$ cat config.mk
export PLATFORM = sky130hd
export DESIGN_NAME = uart_rx_oversampler
export DESIGN_NICKNAME = d
export VERILOG_FILES = /design/src/rtl/uart_pkg.sv /design/src/rtl/sync_2ff.sv /design/src/rtl/uart_rx_oversampler.sv
export SDC_FILE = /design/constraint.sdc
export NUM_CORES = 1
export LEC_CHECK = 0
export ABC_AREA = 1
export ABC_CLOCK_PERIOD_IN_PS = 1900
export BUFFER_PORTS_ARGS = -buffer_cell sky130_fd_sc_hd__buf_2
export CORE_MARGIN = 1.5
export CORE_UTILIZATION = 45
export CTS_BUF_LIST = sky130_fd_sc_hd__clkbuf_16
export DETAILED_ROUTE_END_ITERATION = 16
export PLACE_DENSITY = 0.65
export SLEW_MARGIN = 20
export SYNTH_ARGS = -nofsm -noshare
export SYNTH_HDL_FRONTEND = slang
export SYNTH_SLANG_ARGS = --single-unit
$ cat constraint.sdc
create_clock -name clk -period 1.9 [get_ports clk]
set_input_delay 0.285 -clock clk [delete_from_list [all_inputs] [get_ports clk]]
set_output_delay 0.285 -clock clk [all_outputs]
set_load 0.01 [all_outputs]
$ cat src/rtl/uart_pkg.sv
// Shared definitions for the UART receive path: FSM states, default frame
// geometry, counter widths and the idle level of the serial line.
package uart_pkg;

    typedef enum logic [1:0] {
        IDLE  = 2'd0,
        START = 2'd1,
        DATA  = 2'd2,
        STOP  = 2'd3
    } rxState_t;

    localparam int DEFAULT_DATA_BITS  = 8;
    localparam int DEFAULT_OVERSAMPLE = 16;

    localparam int TICK_CNT_W = $clog2(DEFAULT_OVERSAMPLE);
    localparam int BIT_IDX_W  = $clog2(DEFAULT_DATA_BITS + 1);

    localparam logic RX_IDLE_LEVEL = 1'b1;

endpackage

$ cat src/rtl/sync_2ff.sv
// Two-flop synchroniser for a single asynchronous input. The reset value is
// a parameter so idle-high lines do not present a false edge out of reset.
module sync_2ff #(
    parameter logic RESET_VAL = 1'b1
) (
    input  logic clk,
    input  logic areset_n,
    input  logic i_d,
    output logic o_q
);

    logic r_meta;
    logic r_sync;

    // Two back-to-back flops give the first one a full cycle to settle.
    always_ff @(posedge clk or negedge areset_n) begin
        if (!areset_n) begin
            r_meta <= RESET_VAL;
            r_sync <= RESET_VAL;
        end else begin
            r_meta <= i_d;
            r_sync <= r_meta;
        end
    end

    assign o_q = r_sync;

endmodule

$ cat src/rtl/uart_rx_oversampler.sv
// UART receiver driven by an oversample enable tick. Validates the start bit
// at its midpoint, samples each data bit mid-bit (LSB first), checks the stop
// bit and hands the word to the consumer over a valid/ready handshake.
module uart_rx_oversampler
    import uart_pkg::*;
#(
    parameter int DATA_BITS  = DEFAULT_DATA_BITS,
    parameter int OVERSAMPLE = DEFAULT_OVERSAMPLE
) (
    input  logic                 clk,
    input  logic                 areset_n,
    input  logic                 sample_tick,
    input  logic                 rx,
    output logic [DATA_BITS-1:0] dout,
    output logic                 dout_valid,
    input  logic                 dout_ready,
    output logic                 framing_err,
    output logic                 overrun_err,
    output logic                 busy
);

    localparam int TCW = $clog2(OVERSAMPLE);
    localparam int BCW = $clog2(DATA_BITS + 1);

    localparam logic [TCW-1:0] HALF_TICK = TCW'(OVERSAMPLE / 2 - 1);
    localparam logic [TCW-1:0] LAST_TICK = TCW'(OVERSAMPLE - 1);
    localparam logic [BCW-1:0] LAST_BIT  = BCW'(DATA_BITS - 1);

    logic                 w_rxSync;

    rxState_t             r_state;
    logic [TCW-1:0]       r_tickCnt;
    logic [BCW-1:0]       r_bitIdx;
    logic [DATA_BITS-1:0] r_shift;
    logic [DATA_BITS-1:0] r_dout;
    logic                 r_doutValid;
    logic                 r_framingErr;
    logic                 r_overrunErr;

    rxState_t             w_stateNext;
    logic [TCW-1:0]       w_tickNext;
    logic [BCW-1:0]       w_bitNext;
    logic [DATA_BITS-1:0] w_shiftNext;
    logic [DATA_BITS-1:0] w_doutNext;
    logic                 w_validNext;
    logic                 w_framingNext;
    logic                 w_overrunNext;

    sync_2ff #(
        .RESET_VAL (RX_IDLE_LEVEL)
    ) u_rxSync (
        .clk      (clk),
        .areset_n (areset_n),
        .i_d      (rx),
        .o_q      (w_rxSync)
    );

    // Register the FSM, counters, output word and one-cycle error pulses.
    always_ff @(posedge clk or negedge areset_n) begin
        if (!areset_n) begin
            r_state      <= IDLE;
            r_tickCnt    <= '0;
            r_bitIdx     <= '0;
            r_shift      <= '0;
            r_dout       <= '0;
            r_doutValid  <= 1'b0;
            r_framingErr <= 1'b0;
            r_overrunErr <= 1'b0;
        end else begin
            r_state      <= w_stateNext;
            r_tickCnt    <= w_tickNext;
            r_bitIdx     <= w_bitNext;
            r_shift      <= w_shiftNext;
            r_dout       <= w_doutNext;
            r_doutValid  <= w_validNext;
            r_framingErr <= w_framingNext;
            r_overrunErr <= w_overrunNext;
        end
    end

    // Next-state logic: everything advances only on sample_tick, except the
    // handshake clear and the error pulses, which must be exactly one clk.
    // A word load is evaluated after the acceptance clear so that a load in
    // the same cycle as an acceptance leaves dout_valid high.
    always_comb begin
        w_stateNext   = r_state;
        w_tickNext    = r_tickCnt;
        w_bitNext     = r_bitIdx;
        w_shiftNext   = r_shift;
        w_doutNext    = r_dout;
        w_validNext   = r_doutValid;
        w_framingNext = 1'b0;
        w_overrunNext = 1'b0;

        if (r_doutValid && dout_ready) begin
            w_validNext = 1'b0;
        end

        if (sample_tick) begin
            unique case (r_state)
                IDLE: begin
                    if (w_rxSync != RX_IDLE_LEVEL) begin
                        w_stateNext = START;
                        w_tickNext  = '0;
                    end
                end
                START: begin
                    if (r_tickCnt == HALF_TICK) begin
                        if (w_rxSync != RX_IDLE_LEVEL) begin
                            w_stateNext = DATA;
                            w_tickNext  = '0;
                            w_bitNext   = '0;
                        end else begin
                            w_stateNext = IDLE;
                            w_tickNext  = '0;
                        end
                    end else begin
                        w_tickNext = r_tickCnt + TCW'(1);
                    end
                end
                DATA: begin
                    if (r_tickCnt == LAST_TICK) begin
                        w_shiftNext = {w_rxSync, r_shift[DATA_BITS-1:1]};
                        w_tickNext  = '0;
                        w_bitNext   = r_bitIdx + BCW'(1);
                        if (r_bitIdx == LAST_BIT) begin
                            w_stateNext = STOP;
                        end
                    end else begin
                        w_tickNext = r_tickCnt + TCW'(1);
                    end
                end
                STOP: begin
                    if (r_tickCnt == LAST_TICK) begin
                        if (w_rxSync == RX_IDLE_LEVEL) begin
                            w_doutNext    = r_shift;
                            w_validNext   = 1'b1;
                            w_overrunNext = r_doutValid && !dout_ready;
                        end else begin
                            w_framingNext = 1'b1;
                        end
                        w_stateNext = IDLE;
                        w_tickNext  = '0;
                    end else begin
                        w_tickNext = r_tickCnt + TCW'(1);
                    end
                end
                default: begin
                    w_stateNext = IDLE;
                    w_tickNext  = '0;
                end
            endcase
        end
    end

    assign dout        = r_dout;
    assign dout_valid  = r_doutValid;
    assign framing_err = r_framingErr;
    assign overrun_err = r_overrunErr;
    assign busy        = (r_state != IDLE);

endmodule
Word level (Yosys, flattened, before mapping) --
Index checks and enable logic that the tools add are counted.
Word-level totals: flip-flop bits (word level) 31
Operators by class: $add $sub $neg 2, eq/ne operators 12, multiplexer cells 27, reduce and logical (&&, ||, !) cells 12
Operator list (count):
- 4-bit 2-to-1 mux | 5
- 1-bit 2-to-1 mux | 13
- 2-bit 2-to-1 mux | 6
- 2-bit != test (second input constant) | 6
- 4-bit case mux with 3 select lines | 1
- 4-bit by 1-bit adder with 4-bit output (second input constant) | 2
- 4-bit by 3-bit equality test with 1-bit output (second input constant) | 2
- 2-bit case mux with 4 select lines | 1
- 4-bit case mux with 2 select lines | 1
- 6-bit AND reduction | 1
- 5-bit AND reduction | 1
- 2-bit equality test (second input constant) | 2
- 4-bit equality test (second input constant) | 1
- 4-bit AND reduction | 1
- 2-bit nonzero test | 2
- 3-bit AND reduction | 1
- 2-bit by 1-bit equality test with 1-bit output (second input constant) | 1
- 1-bit logical AND | 2
- 2-bit zero test | 1
- 2-bit AND reduction | 1
- 2-bit OR reduction | 1
- 1-bit zero test | 1

Longest topological paths before layout --
depth in word-level cells 6, depth in mapped cells 8, mapped depth without buffers 8

Cells and area by module --
A second synthesis with hierarchy kept.
Unflattened totals: cell total of the unflattened synthesis 150, area total of the unflattened synthesis 1382.6 um^2
By module, submodules not included:
- uart_rx_oversampler | times used 1, cells each 148, area an instance 1330.0 um^2, seq. area each 725.7 um^2
- sync_2ff | times used 1, cells each 2, area an instance 52.6 um^2, seq. area each 52.6 um^2

Worst setup path after synthesis --
OpenSTA, ideal clock, no wires.
path kind reg2reg, start point reg r_tickCnt[0], end point reg r_dout[0], in the netlist dout[0], library setup time 0.074 ns, data arrival time 1.250 ns, data required time 1.826 ns, setup slack 0.576 ns, cell stages (with the launch flop) 7, period minus slack after synthesis 1.324 ns, cell sequence dfrtp_1 -> ha_1 -> nand3_2 -> nor2_4 -> nand4_4 -> buf_6 -> o21ai_2
On the way: longest elaborated chain between the ends 2
Ends and longest elaborated chain:
- from (decl) | RTL line uart_rx_oversampler.sv:32 | logic [TCW-1:0] r_tickCnt;
- from (signal assigned) | RTL line uart_rx_oversampler.sv:71 | r_tickCnt <= w_tickNext;
- 4-bit equality test | RTL line uart_rx_oversampler.sv:134 | if (r_tickCnt == LAST_TICK) begin
- 4-bit AND reduction (no line)
- to (signal assigned) | RTL line uart_rx_oversampler.sv:74 | r_dout <= w_doutNext;
- to (decl) | RTL line uart_rx_oversampler.sv:35 | logic [DATA_BITS-1:0] r_dout;
Every way passes these cells. A chain may end at the register's enable or synchronous reset.

Worst setup path after layout --
start point reg r_tickCnt[0], end point reg r_dout[2], in the netlist dout[2]
Same word-level chain as after synthesis.

==> results.cfg <==
[run_status]
outcome = finished clean

[timing]
period_minus_slack_ns = 1.55
skew_ns = 0.00464
hold_violations = 0
setup_ws_ns = 0.350
fin_setup_tns_ns = 0
worstMarginPinSlew_ns = 0.665
fmax_mhz = 645
finalSetupViolations = 0
maxSlewHeadroom_pct = 55.7
min_period_over_period_pct = 81.6
rsz0062_at_grt = no
drv_slew = 0

[floorplan]
io_pins = 17
initial_core_util_pct = 48.6
core_um2 = 2830
die_h_um = 58.3
num_rows = 19
die_x_um = 58.3
dieArea_um2 = 3390

[synth]
netlist_area_um2 = 1370
synth-simple-area-share_pct = 21.0
async_reset_ff_share_pct = 100
synth_top_family_by_area = simple AND/OR/NAND/NOR gates
synthAdderAreaFrac_pct = 1.82
synthFlopType = dfrtp_1
syn_nets = 154
ys_seq_area_share_pct = 56.6
synth_seq_cells = 31
synthMuxAreaShare_pct = 0
synth_edf_count = 0
postSynthCellCount = 147
synth_compound_area_share_pct = 12.0
syn_area_per_cell_um2 = 9.35
yosys_warnings = 0
yosysUniqueCellTypes = 23
synth_xor_area_share_pct = 1.28

[global_route]
grt_pass1_wl_um = 4060
track_usage_pct = 15.8
overflow = 0
grt_pass1_vias = 940
grt_max_degree = 32
antenna_found_initial = 0

[routing]
antenna_left = 0
drtIter0Drc = 45
drt_wl_total_um = 2280
drtPass1Iterations = 6
vias = 1000
post-route-drc-count = 0
viasPerCell = 5.03
wl_per_cell_um = 11.5

[clock_network]
clk_pin_slew_ns = 0.05
clkLatencyLatePin_ns = 0.27
hold_buffers = 0
postCtsSetupBuffers = 0
ctsResizeCount = 0
clkSinkCount = 31
cts-root-buf = clkbuf_16
cts_buffers = 5
cts_tree = yes
clock_path_buffers = 2
htree_levels = 2

[critical_path]
cp-end-kind = flip-flop
critPathTopFamily = simple AND/OR/NAND/NOR gates
cpPeakStageDelay_ns = 0.38
path_class = flip-flop to flip-flop
cp.arrival_ns = 1.70
worstPathCellList = ha_1 -> nand3_2 -> nor2_4 -> nand4_4 -> nand2_1 -> o21ai_2
cp-start-kind = flip-flop
crit_buf_inv = 0
critPathSlowestCell = dfrtp_1
cp_max_fo = 18
cp.required_ns = 2.05

[final_layout]
area_growth_pct = 18.6
drive_above_1_share_pct = 23.2
stdcell_count = 199
nets = 174
diodes = 0

[power_and_ir_drop]
powerDensity_nw_per_um2 = 1200
leakagePower_nw = 0.822
ir_worst_vdd_mv = 0.632

[placed_design]
hpwl_um = 1560
dp_slack_ns = 0.362
port_buffers = 16
gp_congestion = 0.786
dp.cells = 191

[worst_hold_path]
hold_class = input pin to async pin

[job]
maxCapViolations = 0
sequential cells by signal, summed over array words and instances, names as in the netlist, named ones only:
| register | cells |
|---|---|
| r_tickCnt | 4 |
| dout_valid | 1 |
| framing_err | 1 |
| dout | 8 |
| u_rxSync.r_meta | 1 |
| r_state | 1 |
| u_rxSync.o_q | 1 |
| r_shift | 8 |
| r_bitIdx | 4 |
| overrun_err | 1 |
metal layers:
layer	routed length, um	vias up	track usage, %
li1	-	506	-
met4	0	0	3.99
met2	1100	17	24.5
met5	0	-	0
met1	1100	477	21.1
met3	82	0	5.58
kinds of logic (layout without fill, tap and decap cells):
kind of cell,count (synthesis),in the layout
and+or+nand+nor,64,64
DFF,31,31
AOI/OAI and AO/OA,26,26
xor gates and xnor gates,2,2
adders and majority gates,2,2
buffers and inverters,22,43
cells in the mapped netlist, types with 2 or more instances:
master   instances  area [um2]
o21ai_0         11        55.1
o21ai_2          8        70.1
xor2_1           2        17.5
inv_1           18        67.6
nand2_1         41         154
nor2_1          10        37.5
dfstp_2          2        52.6
ha_1             2        25.0
buf_6            2        22.5
a21oi_1          5        25.0
dfrtp_1         29         726
nand3_1          6        30.0
where the power goes:
group	switching, mW	internal, mW	leakage, nW	total, mW
Sequential	0.0789	0.719	0.418	0.798
Combinational	0.181	0.105	0.322	0.286
Clock	0.257	0.609	0.0812	0.866
Total	0.517	1.43	0.822	1.95
worst paths after layout:
kind | start | end | slack [ns] | cells past startpoint
worst max-delay path | r_tickCnt[0] | dout[2] | 0.35 | 6
worst min-delay path | areset_n | dout[6] | 0.05 | 1
worst max register to register | r_tickCnt[0] | dout[2] | 0.35 | 6
worst min register to register | u_rxSync.r_meta | u_rxSync.o_q | 0.35 | 0
max in group asynchronous | areset_n | r_shift[7] | 1.42 | 1
min in group clk | rx | u_rxSync.r_meta | 0.11 | 1
metrics by stage:
stage	power (mW)	util (%)	hold WS [ns]	instance area, um2
6_report	1.95	57.6	0.0534	1630
2_1_floorplan	1.02	-	-0.0106	1370
3_5_place_dp	1.09	51.8	0.347	1470
5_1_grt	2.06	57.6	0.103	1630
3_3_place_gp	1.09	51.8	0.346	1470
4_1_cts	1.97	57.6	0.0874	1630
layout make-up:
cell class | instances | area, um2
tap | 31 | 38.8
clock inverter | 3 | 38.8
sequential | 31 | 778
fill | 248 | 1200
multi-input combinational | 94 | 497
inverter | 19 | 71.3
clock buffer | 5 | 125
timing repair buffer | 16 | 80.1
layout by cell type, fill, tap and decap left out, drive strengths merged:
cell type,n
a22o,1
dfstp,2
o22ai,1
nand4,2
buf,16
or2,1
a21oi,5
and2,1
clkbuf,5
nand3,7
nor2,11
bufinv,1
inv,19
dfrtp,29
nand2,42
o21ai,19
clkinv,2
ha,2
xor2,2
No activity file was read; power rests on OpenSTA's default activity.
